**src/rtl/mem_responder.sv**
```systemverilog
// Main-memory responder for the snoopy MSI bus: serves BusRd/BusRdX after a fixed latency,
// absorbs flush writebacks and stays silent when a cache supplies the line cache-to-cache.
module mem_responder #(
    parameter int unsigned NUM_LINES       = 2,
    parameter int unsigned CACHE_LINE_SIZE = 128,
    parameter int unsigned MEM_LATENCY     = 3,
    localparam int unsigned ADDR_SIZE      = NUM_LINES
) (
    input  logic                       clk_i,
    input  logic                       rst_i,
    input  logic [1:0]                 bus_msg_i,
    input  logic [ADDR_SIZE-1:0]       addr_i,
    input  logic [1:0]                 owner_i,
    input  logic                       flush_i,
    input  logic [CACHE_LINE_SIZE-1:0] flush_data_i,
    output logic [CACHE_LINE_SIZE-1:0] data_o,
    output logic                       data_valid_o,
    output logic [1:0]                 data_dst_o,
    output logic                       busy_o,
    output logic                       err_o
);

    localparam logic [1:0] MsgRd   = 2'b01;
    localparam logic [1:0] MsgRdX  = 2'b10;
    localparam logic [1:0] MsgUpgr = 2'b11;
    localparam logic [3:0] LatLoad = 4'(MEM_LATENCY - 1);

    typedef enum logic [1:0] {StIdle, StWait, StResp} state_e;

    state_e                     state_q;
    logic [3:0]                 cnt_q;
    logic [ADDR_SIZE-1:0]       addr_q;
    logic [1:0]                 owner_q;
    logic [CACHE_LINE_SIZE-1:0] data_q;
    logic                       valid_q;
    logic [1:0]                 dst_q;
    logic                       busy_q;
    logic                       err_q;
    logic [CACHE_LINE_SIZE-1:0] mem_q [NUM_LINES];

    logic [31:0]                addr_ext;
    logic                       addr_ok;
    logic                       is_read;
    logic                       rd_req;
    logic                       rd_accept;
    logic                       wr_en;
    logic                       err_set;
    logic                       fwd;
    logic [CACHE_LINE_SIZE-1:0] mem_rd;

    assign addr_ext = 32'(addr_i);

    always_comb begin
        addr_ok   = addr_ext < NUM_LINES;
        is_read   = (bus_msg_i == MsgRd) || (bus_msg_i == MsgRdX);
        rd_req    = is_read && !flush_i;
        rd_accept = rd_req && !busy_q && addr_ok;
        wr_en     = flush_i && (bus_msg_i != MsgUpgr) && addr_ok;
        err_set   = (flush_i && (bus_msg_i == MsgUpgr))
                  || (flush_i && (bus_msg_i != MsgUpgr) && !addr_ok)
                  || (rd_req && (busy_q || !addr_ok));
        // A write landing on the response edge must be seen by that response.
        fwd       = wr_en && (addr_i == addr_q);
    end

    always_comb begin
        mem_rd = '0;
        for (int unsigned k = 0; k < NUM_LINES; k++) begin
            if (addr_q == ADDR_SIZE'(k)) begin
                mem_rd = mem_q[k];
            end
        end
    end

    always_ff @(posedge clk_i or posedge rst_i) begin
        if (rst_i) begin
            for (int unsigned k = 0; k < NUM_LINES; k++) begin
                mem_q[k] <= CACHE_LINE_SIZE'(k);
            end
        end else if (wr_en) begin
            for (int unsigned k = 0; k < NUM_LINES; k++) begin
                if (addr_i == ADDR_SIZE'(k)) begin
                    mem_q[k] <= flush_data_i;
                end
            end
        end
    end

    always_ff @(posedge clk_i or posedge rst_i) begin
        if (rst_i) begin
            state_q <= StIdle;
            cnt_q   <= '0;
            addr_q  <= '0;
            owner_q <= '0;
            data_q  <= '0;
            valid_q <= 1'b0;
            dst_q   <= '0;
            busy_q  <= 1'b0;
            err_q   <= 1'b0;
        end else begin
            if (err_set) begin
                err_q <= 1'b1;
            end
            unique case (state_q)
                StIdle: begin
                    valid_q <= 1'b0;
                    data_q  <= '0;
                    if (rd_accept) begin
                        state_q <= StWait;
                        cnt_q   <= LatLoad;
                        addr_q  <= addr_i;
                        owner_q <= owner_i;
                        busy_q  <= 1'b1;
                    end
                end
                StWait: begin
                    if (cnt_q == 4'd0) begin
                        state_q <= StResp;
                        data_q  <= fwd ? flush_data_i : mem_rd;
                        valid_q <= 1'b1;
                        dst_q   <= owner_q;
                    end else begin
                        cnt_q <= cnt_q - 4'd1;
                    end
                end
                StResp: begin
                    state_q <= StIdle;
                    valid_q <= 1'b0;
                    data_q  <= '0;
                    busy_q  <= 1'b0;
                end
                default: begin
                    state_q <= StIdle;
                end
            endcase
        end
    end

    assign data_o       = data_q;
    assign data_valid_o = valid_q;
    assign data_dst_o   = dst_q;
    assign busy_o       = busy_q;
    assign err_o        = err_q;

endmodule

```
**config.mk**
```make
export PLATFORM = sky130hd
export DESIGN_NAME = mem_responder
export DESIGN_NICKNAME = d
export VERILOG_FILES = /design/src/rtl/mem_responder.sv
export SDC_FILE = /design/constraint.sdc
export NUM_CORES = 1
export LEC_CHECK = 0
export CAP_MARGIN = 20
export CORE_MARGIN = 4
export CORE_UTILIZATION = 30
export CTS_BUF_LIST = sky130_fd_sc_hd__clkbuf_4
export DETAILED_ROUTE_END_ITERATION = 8
export PLACE_DENSITY_LB_ADDON = 0.3
export SLEW_MARGIN = 20
export SYNTH_ARGS = -nofsm -noshare
export SYNTH_HDL_FRONTEND = slang
export SYNTH_SLANG_ARGS = --single-unit
```
**constraint.sdc**
```tcl
create_clock -name clk_i -period 17.2 [get_ports clk_i]
set_input_delay 5.16 -clock clk_i [delete_from_list [all_inputs] [get_ports clk_i]]
set_output_delay 5.16 -clock clk_i [all_outputs]
set_load 0.03 [all_outputs]
```
==> results.py, run 1 <==
metrics = {
    "run_status": {
        "status": "finished clean",
    },
    "timing": {
        "finalSetupViolCount": 0,
        "fin_crit_sh": 0.448,
        "min_period_ps": 7710,
        "fmax_ghz": 0.130,
        "tns_ps": 0,
        "slew_headroom": 0.306,
        "worst_pin_slew_ps": 1040,
        "hold_viol": 0,
        "rsz0062_at_grt": "no",
        "slew_viol_final": 0,
        "holdWs_ps": 485,
        "finClkSkew_ps": 41.8,
    },
    "power": {
        "ir_worst_vdd_mv": 0.119,
        "p_leak_nw": 9.50,
        "pwr_density_cell_nw_per_um2": 131,
    },
    "floorplan": {
        "die_area_um2": 64700,
        "core_region_area_um2": 60200,
        "dieWidth_um": 254,
        "fp-row-count": 90,
        "die_h_um": 254,
        "start_util": 0.302,
        "pin_count": 270,
    },
    "grt": {
        "antenna_found_initial": 3,
        "first_global_vias": 13300,
        "grtUsageMet1": 0.188,
        "grt_usage": 0.144,
        "overflow": 0,
        "grt_max_degree": 118,
        "busiest_layer": "met2",
        "grt_pass1_wl_um": 74100,
        "met2_usage": 0.230,
        "met3_usage": 0.0440,
    },
    "logic_synthesis": {
        "synth-xor-area-share": 0.00144,
        "synth_flop_cell": "dfrtp_1",
        "synth_edf_count": 0,
        "yosys-top-cells-area": "dfrtp_1, mux2_2, mux2i_1, nand3_1, o21ai_1",
        "synth.area.mux_share": 0.302,
        "yosysWarningCount": 0,
        "syn-cell-area_um2": 18200,
        "synth_top_family_by_area": "multiplexers",
        "synthCells": 1457,
        "synth_commonest_cells": "dfrtp_1, mux2_2, mux2i_1",
        "yosysMostFrequentCell": "dfrtp_1",
        "synth_top_area_cell": "dfrtp_1",
        "synthDominantCellAreaShare": 0.547,
        "ys_async_sr_fraction": 1.00,
        "synth-simple-area-share": 0.0695,
        "synth_fa_ha_area_frac": 0.00206,
        "synth-seq-area-share": 0.548,
        "synth_compound_area_frac": 0.0368,
        "yosysUniqueCellTypes": 30,
        "avgSynthCellArea_um2": 12.5,
        "syn_nets": 1597,
        "synth-seq-cells": 399,
    },
    "finish": {
        "areaGrowthSynthToFinish_pct": 25.2,
        "post-route-util": 0.378,
        "drive_gt1_frac": 0.252,
        "fillerInstances": 5836,
        "fin_nets": 1880,
    },
    "setup_path": {
        "worstPathArrival_ps": 8370,
        "cp-start-kind": "input port",
        "critPathKind": "input port to register",
        "required_ps": 17860,
        "path_max_fanout": 46,
        "cp-end-kind": "register",
        "r2r_slack_ps": 13330,
    },
    "detailed_routing": {
        "ant_nets": 0,
        "initialDrtViolationCount": 427,
        "drtPass1Iterations": 5,
        "drc_errors": 0,
        "vias": 12500,
        "routedWlPerCell_um": 18.0,
        "post_drt_via_cell_ratio": 4.77,
        "routed_wl_um": 47000,
    },
    "clocking": {
        "cts_resized": 0,
        "cts_buffer_depth": 3,
        "htreeDepth": 3,
        "cts_hold_buf": 0,
        "post-cts-setup-buffers": 0,
        "clock-sinks": 399,
        "cts-root-buf": "clkbuf_4",
        "cts_tree": "built",
        "path_clk_slew_ps": 60,
        "cts_buffers": 109,
        "clock_latency_ps": 850,
    },
    "placement": {
        "hpwlAfterDp_um": 27400,
        "gp_congestion": 0.708,
        "port_buffers": 269,
    },
    "flow_run": {
        "cap_violations": 0,
    },
    "hold_path": {
        "hold_class": "register to register",
    },
}
cells in the final DEF (no fill, tap or decap), drive strengths merged:
cell and instances:
nor4 1, clkinv 28, xor2 1, nand3 132
diode 3, nand2b 1, dfstp 1, buf 18
o22ai 1, nor2b 1, dfrtp 398, and2 3
or3b 2, ha 3, nand2 7, inv 9
xnor2 2, nor2 131, clkbuf 163, o211ai 1
mux2i 256, bufinv 2, nor3 2, clkdlybuf4s50 269
mux2 261, o21ai 131, nand3b 1
critical path: stages:
cell and delay, ps:
clkdlybuf4s50_1 410, ha_1 210, or3b_4 450, nor3_4 160, buf_4 720, buf_4 850
mux2i_1 260, o21ai_1 80
per-stage QoR:
stage / total power, mW / cells / area, um^2 / setup slack (ps)
global route: 3.19 / 2610 / 22800 / 9400
floorplan: 1.89 / 1457 / 18200 / 946
global placement: 2.13 / 2410 / 21400 / 8610
finish: 2.98 / 2610 / 22800 / 9490
CTS: 3.05 / 2606 / 22800 / 9600
detailed placement: 2.16 / 2410 / 21400 / 8610
cells by family after synthesis:
group,Yosys count
and+or+nand+nor,281
adders and majority gates,3
AOI/OAI and AO/OA,133
buffers and inverters,121
muxes,517
xor gates and xnor gates,3
DFF,399
registers in the layout, summed over array words and instances, names as in the netlist:
| register | cells |
|---|---|
| data_dst_o | 2 |
| state_q | 2 |
| cnt_q | 4 |
| data_valid_o | 1 |
| err_o | 1 |
| busy_o | 1 |
| mem_q | 256 |
| owner_q | 2 |
| addr_q | 2 |
| data_o | 128 |
power breakdown:
| group | total [mW] | switching [mW] | leakage [nW] | internal, mW |
|---|---|---|---|---|
| logic | 0.862 | 0.447 | 3.66 | 0.415 |
| clock network | 0.858 | 0.398 | 0.840 | 0.460 |
| registers | 1.26 | 0.147 | 5.01 | 1.11 |
| total | 2.98 | 0.992 | 9.50 | 1.99 |
final timing paths:
path | from | to | cells past startpoint
max in group asynchronous | rst_i | state_q[0]$_DFFE_PP0P_ | 5
worst min-delay path | err_o$_DFFE_PP0P_ | err_o$_DFFE_PP0P_ | 1
worst max register to register | state_q[0]$_DFFE_PP0P_ | data_dst_o[1]$_DFFE_PP0P_ | 5
worst min register to register | err_o$_DFFE_PP0P_ | err_o$_DFFE_PP0P_ | 1
worst max-delay path | bus_msg_i[0] | data_o[72]$_DFFE_PP0P_ | 8
min in group asynchronous | rst_i | data_o[96]$_DFFE_PP0P_ | 2
metal layers:
layer | wire length, um | part of all wire | vias to the layer above
met5 | 34 | 0.00072 | -
met4 | 884 | 0.019 | 4
met3 | 3140 | 0.067 | 74
met2 | 22000 | 0.47 | 299
met1 | 21000 | 0.45 | 6284
li1 | - | - | 5793
layout make-up:
type | instances | area [um^2] | area share
flip-flops and latches | 399 | 10000 | 0.438
multi-input cells | 937 | 7530 | 0.330
repair buffers | 287 | 2860 | 0.125
clock buffers | 163 | 1220 | 0.0537
well taps | 782 | 978 | 0.0429
clock inverters | 33 | 179 | 0.00785
inverters | 6 | 30.0 | 0.00132
diodes | 3 | 7.51 | 0.000329
No activity file was read; power rests on OpenSTA's default activity.
==> run 2, diff against run 1 <==
- clock period: 17.2 -> 6.6 ns (I/O delays scaled with it)
==> results.py, run 2 (synthesis gave the netlist of run 1 again) <==
metrics = {
    "clocking": {
        "clock_latency_ps": 840,
        "cts_buffers": 111,
        "cts_tree": "built",
        "path_clk_slew_ps": 70,
        "cts_buffer_depth": 3,
        "cts-root-buf": "clkbuf_4",
        "cts_resized": 0,
        "cts_hold_buf": 0,
        "htreeDepth": 3,
        "post-cts-setup-buffers": 0,
        "clock-sinks": 399,
    },
    "setup_path": {
        "reg2reg_depth": 4,
        "critPathKind": "register to output pin",
        "required_ps": 4620,
        "worstPathArrival_ps": 1960,
        "cp-start-kind": "register",
        "r2r_start": "state_q[0]$_DFFE_PP0P_",
        "crit_start": "data_o[121]$_DFFE_PP0P_",
        "cp_top_family": "buffers and inverters",
        "critPathCapture": "data_o[121]",
        "cp-end-kind": "output pin",
        "slowest_delay_ps": 700,
        "crit_chain": "clkdlybuf4s50_1",
        "cp_slowest_cell": "clkdlybuf4s50_1",
        "path_max_fanout": 2,
        "cp.depth": 1,
        "crit_buf_inv": 1,
        "timing.rr.end": "data_dst_o[0]$_DFFE_PP0P_",
        "r2r_slack_ps": 3600,
    },
    "grt": {
        "grt_pass1_wl_um": 73000,
        "first_global_vias": 13100,
        "grt_max_degree": 189,
        "antenna_found_initial": 4,
        "grt_usage": 0.143,
        "overflow": 0,
    },
    "timing": {
        "finClkSkew_ps": 38.1,
        "worst_pin_slew_ps": 911,
        "slew_headroom": 0.392,
        "fin_crit_sh": 0.596,
        "slew_viol_final": 0,
        "fmax_ghz": 0.254,
        "min_period_ps": 3940,
        "hold_viol": 0,
        "finalSetupViolCount": 0,
        "holdWs_ps": 470,
        "rsz0062_at_grt": "no",
    },
    "floorplan": {
        "die_h_um": 254,
        "die_area_um2": 64700,
        "dieWidth_um": 254,
        "start_util": 0.302,
        "fp-row-count": 90,
        "pin_count": 270,
        "core_region_area_um2": 60200,
    },
    "power": {
        "clock_power_share": 0.292,
        "ir_worst_vdd_mv": 0.187,
        "pwr_density_cell_nw_per_um2": 339,
        "p_int_mw": 5.24,
        "p_leak_nw": 9.62,
        "pwr-share-seq": 0.407,
        "swShare": 0.330,
        "comb_power_share": 0.301,
        "p_switching_mw": 2.59,
    },
    "detailed_routing": {
        "drtPass1Iterations": 4,
        "drc_errors": 0,
        "routedWlPerCell_um": 17.6,
        "routed_wl_um": 46400,
        "ant_nets": 0,
        "initialDrtViolationCount": 594,
        "post_drt_via_cell_ratio": 4.74,
        "vias": 12500,
    },
    "finish": {
        "largest_register_ffs": 256,
        "top_register": "mem_q",
        "fin_cells": 2631,
        "final_common_cell": "dfrtp_1",
        "areaGrowthSynthToFinish_pct": 26.8,
        "drive_gt1_frac": 0.261,
        "fillerInstances": 5763,
        "post-route-util": 0.383,
        "design_area_um2": 23100,
        "fin_nets": 1891,
        "layout_common_cells": "dfrtp_1, clkdlybuf4s50_1, mux2_2",
    },
    "placement": {
        "port_buffers": 269,
        "hpwlAfterDp_um": 27200,
        "dp_cells": 2419,
        "placed_cell_area_um2": 21600,
        "gp_congestion": 0.717,
    },
    "run_status": {
        "status": "finished clean",
    },
    "flow_run": {
        "cap_violations": 0,
    },
    "hold_path": {
        "hold_class": "register to register",
    },
}
-- run 2: changes by cell type in the layout (fill, tap and decap cells not counted), sizes merged --
| cell | before | now |
|---|---|---|
| clkinv | 28 | 24 |
| inv | 9 | 8 |
| bufinv | 2 | 1 |
| buf | 18 | 27 |
| diode | 3 | 7 |
| clkinvlp | 0 | 2 |
| clkbuf | 163 | 175 |
-- run 2: power by group through the flow --
stage | logic, mW | clock network [mW] | registers, mW
after floorplan | 1.60 | 0 | 3.31
after global routing | 2.60 | 2.53 | 3.24
after CTS | 2.41 | 2.41 | 3.19
after detailed placement | 2.40 | 0 | 3.24
final | 2.36 | 2.29 | 3.19
after global placement | 2.37 | 0 | 3.21
-- run 2: stage by stage --
stage	TNS, ps	power [mW]	worst slack, ps
after floorplan	-298880	4.92	-751
after global placement	0	5.58	1960
after detailed placement	0	5.64	1880
after CTS	0	8.01	2520
after global routing	0	8.38	2480
final	0	7.83	2660
-- run 2: how the worst min path moves through the flow --
stage / startpoint / end / slack [ps] / cells past startpoint
after floorplan: owner_q[0]$_DFFE_PP0P_ / data_dst_o[0]$_DFFE_PP0P_ / 470 / 1
after global placement: err_o$_DFFE_PP0P_ / err_o$_DFFE_PP0P_ / 450 / 1
after detailed placement: err_o$_DFFE_PP0P_ / err_o$_DFFE_PP0P_ / 450 / 1
after CTS: err_o$_DFFE_PP0P_ / err_o$_DFFE_PP0P_ / 480 / 1
after global routing: err_o$_DFFE_PP0P_ / err_o$_DFFE_PP0P_ / 490 / 1
final: err_o$_DFFE_PP0P_ / err_o$_DFFE_PP0P_ / 470 / 1
-- run 2: per-layer routing --
layer / up-vias / track usage / routed length (um) / share of wire
met5: - / 0 / 13 / 0.00028
met4: 2 / 0.0447 / 1040 / 0.023
met3: 84 / 0.0436 / 2890 / 0.062
met2: 279 / 0.227 / 21900 / 0.47
met1: 6291 / 0.188 / 20600 / 0.44
li1: 5819 / - / - / -
-- run 2: cell type report --
| cell class | instances | area, um^2 | share of cell area |
|---|---|---|---|
| diodes | 7 | 17.5 | 0.000759 |
| clock buffers | 175 | 1310 | 0.0569 |
| clock inverters | 29 | 145 | 0.00629 |
| inverters | 6 | 26.3 | 0.00114 |
| multi-input cells | 937 | 7530 | 0.326 |
| flip-flops and latches | 399 | 10000 | 0.433 |
| well taps | 782 | 978 | 0.0424 |
| repair buffers | 296 | 3070 | 0.133 |
-- run 2: worst register-to-register path: stages, from the launching register on --
cell and delay (ps):
dfrtp_4 720, nor2b_1 420, nand3_4 700, buf_12 660, mux2_2 400
==> run 3, diff against run 2 <==
- clock period: 6.6 -> 4.1 ns (I/O delays scaled with it)
==> results.py, run 3 (synthesis gave the netlist of run 1 again) <==
metrics = {
    "run_status": {
        "status": "finished clean",
    },
    "finish": {
        "areaGrowthSynthToFinish_pct": 26.8,
        "fin_cells": 2631,
        "top_register": "mem_q",
        "final_common_cell": "dfrtp_1",
        "largest_register_ffs": 256,
        "fin_nets": 1904,
        "layout_common_cells": "dfrtp_1, clkdlybuf4s50_1, mux2_2",
        "drive_gt1_frac": 0.264,
    },
    "setup_path": {
        "cp-end-kind": "output pin",
        "crit_buf_inv": 1,
        "critPathKind": "register to output pin",
        "path_max_fanout": 2,
        "reg2reg_depth": 5,
        "r2r_slack_ps": 1790,
        "cp.depth": 1,
        "required_ps": 2870,
        "worstPathArrival_ps": 1930,
        "timing.rr.end": "data_o[71]$_DFFE_PP0P_",
        "critPathCapture": "data_o[29]",
        "r2r_start": "state_q[1]$_DFFE_PP0P_",
        "crit_start": "data_o[29]$_DFFE_PP0P_",
        "slowest_delay_ps": 700,
        "crit_chain": "clkdlybuf4s50_1",
        "cp_slowest_cell": "clkdlybuf4s50_1",
        "cp-start-kind": "register",
        "cp_top_family": "buffers and inverters",
    },
    "clocking": {
        "cts-root-buf": "clkbuf_4",
        "cts_hold_buf": 0,
        "path_clk_slew_ps": 60,
        "clock_latency_ps": 840,
        "clock-sinks": 399,
        "cts_resized": 0,
        "cts_tree": "built",
        "cts_buffers": 112,
        "post-cts-setup-buffers": 0,
        "htreeDepth": 3,
        "cts_buffer_depth": 3,
    },
    "grt": {
        "first_global_vias": 13600,
        "grt_pass1_wl_um": 74700,
        "overflow": 0,
        "grt_max_degree": 86,
        "grt_usage": 0.145,
        "antenna_found_initial": 2,
    },
    "detailed_routing": {
        "initialDrtViolationCount": 443,
        "post_drt_via_cell_ratio": 4.76,
        "ant_nets": 0,
        "drtPass1Iterations": 6,
        "routed_wl_um": 46900,
        "vias": 12500,
        "routedWlPerCell_um": 17.8,
        "drc_errors": 0,
    },
    "power": {
        "p_leak_nw": 9.64,
        "ir_worst_vdd_mv": 0.321,
        "pwr_density_cell_nw_per_um2": 544,
    },
    "placement": {
        "hpwlAfterDp_um": 28700,
        "port_buffers": 269,
        "dpl_worst_slack_ps": 500,
        "dp_cells": 2432,
        "gp_congestion": 0.716,
    },
    "floorplan": {
        "core_region_area_um2": 60200,
        "die_h_um": 254,
        "die_area_um2": 64700,
        "start_util": 0.302,
        "fp-row-count": 90,
        "pin_count": 270,
        "dieWidth_um": 254,
    },
    "timing": {
        "slew_headroom": 0.390,
        "fmax_ghz": 0.316,
        "fin_crit_sh": 0.771,
        "finClkSkew_ps": 48.0,
        "hold_viol": 0,
        "rsz0062_at_grt": "no",
        "finalSetupViolCount": 0,
        "slew_viol_final": 0,
        "worst_pin_slew_ps": 915,
        "min_period_ps": 3160,
        "setup_ws_ps": 937,
    },
    "hold_path": {
        "hold_class": "register to register",
    },
    "flow_run": {
        "cap_violations": 0,
    },
}
==> run 3: worst min-delay path by stage <==
stage                                       from                         to  slack, ps  cells after the start
after detailed placement       err_o$_DFFE_PP0P_          err_o$_DFFE_PP0P_        450                      1
after global routing      owner_q[1]$_DFFE_PP0P_     owner_q[1]$_DFFE_PP0P_        510                      1
final                          err_o$_DFFE_PP0P_          err_o$_DFFE_PP0P_        480                      1
after CTS                      err_o$_DFFE_PP0P_          err_o$_DFFE_PP0P_        480                      1
after global placement         err_o$_DFFE_PP0P_          err_o$_DFFE_PP0P_        460                      1
after floorplan           owner_q[0]$_DFFE_PP0P_  data_dst_o[0]$_DFFE_PP0P_        470                      1
==> run 3: through the flow <==
| step | instance area (um^2) | hold slack (ps) | power [mW] | util | setup TNS [ps] |
|---|---|---|---|---|---|
| 2_1_floorplan | 18200 | 475 | 7.92 | - | -996410 |
| 3_3_place_gp | 21700 | 455 | 8.98 | 0.360 | 0 |
| 3_5_place_dp | 21700 | 452 | 9.10 | 0.360 | 0 |
| 4_1_cts | 23100 | 475 | 12.8 | 0.383 | 0 |
| 5_1_grt | 23100 | 510 | 13.4 | 0.383 | 0 |
| 6_report | 23100 | 478 | 12.6 | 0.383 | 0 |
==> run 3: worst register-to-register path, cell delays in order, from the launching register on <==
cell	delay, ps
dfrtp_1	450
nor2b_1	350
nand3_4	590
buf_4	520
nand3_1	170
o21ai_1	90
==> run 3: per-layer routing <==
layer | routed length, um | global-route usage
met5 | 0 | 0
met4 | 1110 | 0.0489
met3 | 2930 | 0.0447
met2 | 22200 | 0.238
met1 | 20600 | 0.184
==> run 3: area by class of cell <==
| cell class | instances | area (um^2) |
|---|---|---|
| diodes | 7 | 17.5 |
| repair buffers | 308 | 3150 |
| inverters | 6 | 26.3 |
| clock buffers | 171 | 1280 |
| multi-input cells | 937 | 7530 |
| well taps | 782 | 978 |
| fillers | 5826 | 37200 |
| flip-flops and latches | 399 | 10000 |
| clock inverters | 21 | 116 |
==> run 3: power by group <==
group / internal (mW) / total (mW) / switching (mW) / leakage [nW]
Combinational: 1.79 / 3.84 / 2.05 / 3.79
Clock: 1.94 / 3.60 / 1.66 / 0.842
Sequential: 4.68 / 5.12 / 0.437 / 5.01
